$ cat src/rtl/hdu_pkg.sv
// Shared types and default stage indices for the hazard detection unit.
package hdu_pkg;

    typedef enum logic [0:0] {
        T_RUN  = 1'b0,
        T_HOLD = 1'b1
    } trap_state_e;

    localparam int IF_S  = 0;
    localparam int ID_S  = 1;
    localparam int EX_S  = 2;
    localparam int MEM_S = 3;
    localparam int WB_S  = 4;

endpackage

$ cat src/rtl/hdu_scoreboard.sv
// Pending-write scoreboard for long-latency ops: one bit per architectural
// register, set when a long op issues from decode and cleared on completion.
module hdu_scoreboard #(
    parameter int REG_AW = 5
) (
    input  logic              clk,
    input  logic              rst,
    input  logic              id_valid,
    input  logic [REG_AW-1:0] id_rs1,
    input  logic              id_rs1_used,
    input  logic [REG_AW-1:0] id_rs2,
    input  logic              id_rs2_used,
    input  logic [REG_AW-1:0] id_rd,
    input  logic              id_long_op,
    input  logic              issue,
    input  logic              lo_done,
    input  logic [REG_AW-1:0] lo_rd,
    input  logic              clr_all,
    output logic              sb_hazard
);

    localparam int NREG = 2 ** REG_AW;

    logic [NREG-1:0] pend_r;
    logic [NREG-1:0] pend_nxt_s;

    // Next pending state: clear on completion, set on issue; x0 never pends.
    always_comb begin
        pend_nxt_s = pend_r;
        for (int i = 0; i < NREG; i++) begin
            pend_nxt_s[i] = (pend_r[i] & ~(lo_done & (lo_rd == REG_AW'(i))))
                          | (issue & (id_rd == REG_AW'(i)));
        end
        pend_nxt_s[0] = 1'b0;
    end

    // Pending register; a trap wipes everything since long units self-kill.
    always_ff @(posedge clk) begin
        if (rst) begin
            pend_r <= {NREG{1'b0}};
        end else if (clr_all) begin
            pend_r <= {NREG{1'b0}};
        end else begin
            pend_r <= pend_nxt_s;
        end
    end

    // RAW on either source plus WAW on the destination of a new long op.
    assign sb_hazard = id_valid & ((id_rs1_used & pend_r[id_rs1])
                                 | (id_rs2_used & pend_r[id_rs2])
                                 | (id_long_op  & pend_r[id_rd]));

endmodule

$ cat src/rtl/hdu_sb.sv
// Parametrised hazard detection unit: per-stage stall/flush vectors, long-op
// scoreboard and a trap-recovery FSM that keeps the front end flushed.
module hdu_sb
    import hdu_pkg::*;
#(
    parameter int NUM_STAGES   = 5,
    parameter int DEC_STAGE    = ID_S,
    parameter int BRANCH_STAGE = EX_S,
    parameter int MEM_STAGE    = MEM_S,
    parameter int TRAP_STAGE   = WB_S,
    parameter int TRAP_HOLD    = 2,
    parameter int REG_AW       = 5
) (
    input  logic                  clk,
    input  logic                  rst,
    input  logic                  lsu_dbus_busy,
    input  logic                  load_stall_req,
    input  logic                  csr_busy,
    input  logic                  branch_take,
    input  logic                  trap_take,
    input  logic                  id_valid,
    input  logic [REG_AW-1:0]     id_rs1,
    input  logic                  id_rs1_used,
    input  logic [REG_AW-1:0]     id_rs2,
    input  logic                  id_rs2_used,
    input  logic [REG_AW-1:0]     id_rd,
    input  logic                  id_long_op,
    input  logic                  lo_done,
    input  logic [REG_AW-1:0]     lo_rd,
    output logic [NUM_STAGES-1:0] stall,
    output logic [NUM_STAGES-1:0] flush,
    output logic                  sb_hazard,
    output logic                  trap_busy
);

    if (!(0 < DEC_STAGE && DEC_STAGE < BRANCH_STAGE && BRANCH_STAGE <= MEM_STAGE &&
          MEM_STAGE < TRAP_STAGE && TRAP_STAGE < NUM_STAGES)) begin : g_bad_cfg
        $fatal(1, "hdu_sb: illegal stage ordering");
    end

    localparam int CNT_W = (TRAP_HOLD > 2) ? $clog2(TRAP_HOLD) : 1;
    localparam bit HOLD_EN = (TRAP_HOLD > 0);
    localparam logic [CNT_W-1:0] CNT_LOAD = CNT_W'((TRAP_HOLD > 0) ? TRAP_HOLD - 1 : 0);

    trap_state_e           state_r, state_nxt_s;
    logic [CNT_W-1:0]      cnt_r, cnt_nxt_s;
    logic                  hold_s;
    logic                  sb_hz_s;
    logic                  dec_hz_s;
    logic                  issue_s;
    logic [NUM_STAGES-1:0] stall_raw_s, flush_raw_s;
    logic [NUM_STAGES-1:0] stall_s, flush_s;

    hdu_scoreboard #(
        .REG_AW(REG_AW)
    ) u_sb (
        .clk        (clk),
        .rst        (rst),
        .id_valid   (id_valid),
        .id_rs1     (id_rs1),
        .id_rs1_used(id_rs1_used),
        .id_rs2     (id_rs2),
        .id_rs2_used(id_rs2_used),
        .id_rd      (id_rd),
        .id_long_op (id_long_op),
        .issue      (issue_s),
        .lo_done    (lo_done),
        .lo_rd      (lo_rd),
        .clr_all    (trap_take),
        .sb_hazard  (sb_hz_s)
    );

    assign hold_s   = (state_r == T_HOLD);
    assign dec_hz_s = load_stall_req | csr_busy | sb_hz_s;
    // A long op only books its rd once it actually leaves decode.
    assign issue_s  = id_valid & id_long_op & ~stall_s[DEC_STAGE] & ~flush_s[DEC_STAGE];

    // Raw per-stage vectors; a stalled stage is never branch-flushed.
    always_comb begin
        stall_raw_s = {NUM_STAGES{1'b0}};
        flush_raw_s = {NUM_STAGES{1'b0}};
        for (int i = 0; i < NUM_STAGES; i++) begin
            stall_raw_s[i] = ((i <= MEM_STAGE) ? lsu_dbus_busy : 1'b0)
                           | ((i <  DEC_STAGE) ? dec_hz_s      : 1'b0);
            flush_raw_s[i] = ((i == DEC_STAGE)    ? (dec_hz_s & ~lsu_dbus_busy)      : 1'b0)
                           | ((i <  BRANCH_STAGE) ? (branch_take & ~stall_raw_s[i])  : 1'b0)
                           | ((i <  TRAP_STAGE)   ? trap_take                        : 1'b0)
                           | ((i <= DEC_STAGE)    ? hold_s                           : 1'b0);
        end
    end

    // Reset forces the whole pipe to bubbles with nothing held.
    always_comb begin
        if (rst) begin
            stall_s = {NUM_STAGES{1'b0}};
            flush_s = {NUM_STAGES{1'b1}};
        end else begin
            stall_s = stall_raw_s;
            flush_s = flush_raw_s;
        end
    end

    assign stall     = stall_s;
    assign flush     = flush_s;
    assign sb_hazard = sb_hz_s;
    assign trap_busy = hold_s;

    // Trap FSM next state; a trap during the hold restarts the count.
    always_comb begin
        state_nxt_s = state_r;
        cnt_nxt_s   = cnt_r;
        case (state_r)
            T_RUN: begin
                if (trap_take && HOLD_EN) begin
                    state_nxt_s = T_HOLD;
                    cnt_nxt_s   = CNT_LOAD;
                end else begin
                    state_nxt_s = T_RUN;
                    cnt_nxt_s   = cnt_r;
                end
            end
            T_HOLD: begin
                if (trap_take) begin
                    state_nxt_s = T_HOLD;
                    cnt_nxt_s   = CNT_LOAD;
                end else if (cnt_r == {CNT_W{1'b0}}) begin
                    state_nxt_s = T_RUN;
                    cnt_nxt_s   = {CNT_W{1'b0}};
                end else begin
                    state_nxt_s = T_HOLD;
                    cnt_nxt_s   = cnt_r - CNT_W'(1);
                end
            end
            default: begin
                state_nxt_s = T_RUN;
                cnt_nxt_s   = {CNT_W{1'b0}};
            end
        endcase
    end

    // Trap FSM state and hold counter.
    always_ff @(posedge clk) begin
        if (rst) begin
            state_r <= T_RUN;
            cnt_r   <= {CNT_W{1'b0}};
        end else begin
            state_r <= state_nxt_s;
            cnt_r   <= cnt_nxt_s;
        end
    end

endmodule

$ cat config.mk
export PLATFORM = sky130hd
export DESIGN_NAME = hdu_sb
export DESIGN_NICKNAME = d
export VERILOG_FILES = /design/src/rtl/hdu_pkg.sv /design/src/rtl/hdu_scoreboard.sv /design/src/rtl/hdu_sb.sv
export SDC_FILE = /design/constraint.sdc
export NUM_CORES = 1
export LEC_CHECK = 0
export CAP_MARGIN = 20
export CORE_MARGIN = 2
export CORE_UTILIZATION = 49
export CTS_CLUSTER_DIAMETER = 60
export DETAILED_ROUTE_END_ITERATION = 8
export GPL_ROUTABILITY_DRIVEN = 0
export MAX_ROUTING_LAYER = met4
export PLACE_DENSITY = 0.89
export SKIP_CTS_REPAIR_TIMING = 1
export SLEW_MARGIN = 20
export SYNTH_ARGS = -nofsm -noshare
export SYNTH_HDL_FRONTEND = slang
export SYNTH_SLANG_ARGS = --single-unit
$ cat constraint.sdc
create_clock -name clk -period 2.47 [get_ports clk]
set_input_delay 0.3705 -clock clk [delete_from_list [all_inputs] [get_ports clk]]
set_output_delay 0.3705 -clock clk [all_outputs]
set_load 0.01 [all_outputs]
==> impl_metrics.json <==
{
  "status": "finished with violations",
  "violations": "setup timing",
  "tightestPinTransition_ns": 0.5199,
  "coreArea_um2": 5205,
  "cts_tree": "done",
  "end_kind": "output pin",
  "ys_seq_area_share_pct": 24.58,
  "powerDensity_nw_per_um2": 348.7,
  "p_leak_nw": 1.566,
  "hold_viol": 0,
  "die_h_um": 78.06,
  "clock_skew_ns": 0.01354,
  "period_share_pct": 115.1,
  "route.vias.total": 2755,
  "initial_core_util_pct": 51.63,
  "async_flop_share_pct": 0,
  "hold_ws_ns": 0.4954,
  "gr-total-overflow": 0,
  "ys_types": 42,
  "period_needed_ns": 2.844,
  "root_buffer": "clkbuf_8",
  "numCtsBuffers": 5,
  "yosysWarnings": 0,
  "syn-num-nets": 272,
  "min_path_type": "flop to flop",
  "maxCapViolCount": 0,
  "slew_violations": 0,
  "clk_latency_ns": 0.30,
  "tns_ns": -3.582,
  "nNetsFinal": 352,
  "rsz0062_at_grt": "true",
  "synthToLayoutAreaGrowth_pct": 38.55,
  "synth_area_um2": 2688,
  "routed_wl_um": 9840,
  "io_pins": 44,
  "grt_pass1_wl_um": 13990,
  "vias_per_cell": 7.046,
  "postSynthAreaPerCell_um2": 11.20,
  "synth_edf_count": 0,
  "crit_required_ns": 2.10,
  "antenna_found_initial": 0,
  "cp-start-kind": "flop",
  "pre_cts_ws_ns": -1.157,
  "wl_per_cell_um": 25.17,
  "ys_ff_latch": 33,
  "drc": 0,
  "placed_cells": 380,
  "synth_ff_type": "dfxtp_1",
  "worst_slack_ns": -0.3737,
  "drtPass1Iterations": 5,
  "synthTopCellsByCount": "33 x dfxtp_1, 31 x o211ai_1, 29 x o41ai_2",
  "grt_usage_pct": 30.90,
  "std_cell_rows": 26,
  "drtIter0Drc": 246,
  "grt_pass1_vias": 2662,
  "cp_max_fo": 4,
  "place_hpwl_um": 6478,
  "antenna_left": 0,
  "worstSetupPathType": "flop to output pin",
  "finish.utilization_pct": 71.54,
  "final_cells": 391,
  "antennaDiodeCount": 0,
  "drive_above_1_share_pct": 45.79,
  "slew_headroom_pct": 65.25,
  "grt_max_degree": 32,
  "h-tree-depth": 2,
  "ys_top_cells_by_area": "dfxtp_1 25%, o41ai_2 18%, mux4_2 11%, o211ai_1 8.7%, mux2i_1 6.0%",
  "yosysMostFrequentCell": "dfxtp_1",
  "final-setup-viol-count": 35,
  "synth_top_area_cell": "dfxtp_1",
  "clk_pin_slew_ns": 0.07,
  "die_area_um2": 6093,
  "ir_worst_vdd_mv": 0.3294,
  "synth.top_cell.area_share_pct": 24.58,
  "cts.sinks": 33,
  "synth_cells": 240,
  "worstPathArrival_ns": 2.47,
  "die_x_um": 78.06,
  "clk_path_buf_depth": 2,
  "fmaxAchievable_mhz": 351.7,
  "numPortBuffers": 42
}
==> metrics by stage <==
stage,total power [mW],instance area [µm²]
floorplan,0.7209,2744
global placement,0.8647,3521
detailed placement,0.8753,3521
CTS,1.272,3603
global route,1.342,3724
finish,1.298,3724
==> final timing paths <==
check / from / to / slack [ns] / cells past startpoint
worst min register to register: cnt_r / cnt_r / 0.50 / 2
worst max-delay path: u_sb.pend_r[23] / stall[0] / -0.37 / 7
worst max register to register: u_sb.pend_r[23] / u_sb.pend_r[5] / -0.33 / 8
worst min-delay path: cnt_r / cnt_r / 0.50 / 2
==> cell type report <==
| cell class | count | area [µm²] |
|---|---|---|
| Clock buffer | 6 | 72.57 |
| Clock inverter | 2 | 10.01 |
| Fill cell | 337 | 1481 |
| Inverter | 6 | 22.52 |
| Multi-Input combinational cell | 170 | 1934 |
| Sequential cell | 33 | 670.6 |
| Tap cell | 70 | 87.58 |
| Timing Repair Buffer | 104 | 925.9 |
==> flip-flops by register name, summed over array words and instances, names as in the netlist <==
signal and cells:
cnt_r 1, trap_busy 1, u_sb.pend_r 31
==> report_power, final <==
part	internal, mW	switching, mW
logic	0.167	0.188
clock network	0.195	0.213
registers	0.533	0.00163
total	0.895	0.403
==> placed cells by master, fill, tap and decap left out, types with 3 or more instances in the layout <==
| master | instances |
|---|---|
| mux4_1 | 5 |
| buf_4 | 56 |
| nor2_1 | 7 |
| mux2i_1 | 15 |
| nand3b_1 | 3 |
| mux2_2 | 4 |
| dfxtp_1 | 27 |
| nand2b_1 | 7 |
| nand3_1 | 5 |
| dfxtp_2 | 5 |
| nand2_1 | 10 |
| o41ai_2 | 29 |
| mux4_2 | 14 |
| o211ai_1 | 31 |
| buf_6 | 4 |
| inv_1 | 6 |
| nor2b_1 | 4 |
| clkbuf_8 | 5 |
| clkdlybuf4s50_1 | 30 |
| buf_2 | 3 |
| dlymetal6s2s_1 | 8 |
==> per-layer routing <==
metal	vias up	GRT usage (%)	wire length [µm]
met5	-	-	0
met4	0	16.84	573
met3	73	8.391	1154
met2	237	49.22	4724
met1	1306	35.60	3387
li1	1139	-	-
==> cells by family after synthesis <==
kind of cell / after synthesis / synth area share (%)
DFF: 33 / 24.58
buffers and inverters: 37 / 7.774
muxes: 39 / 24.39
AOI/OAI and AO/OA: 78 / 32.26
and+or+nand+nor: 52 / 10.85
other: 1 / 0.1395
==> critical path, cell delays in order (launching register included) <==
cell      delay (ns)
dfxtp_4         0.37
mux4_2          0.50
nor2b_4         0.15
or3_4           0.33
o221ai_4        0.22
a31oi_4         0.14
o41a_1          0.32
buf_2           0.14
Power figures use the tool's default switching activity.
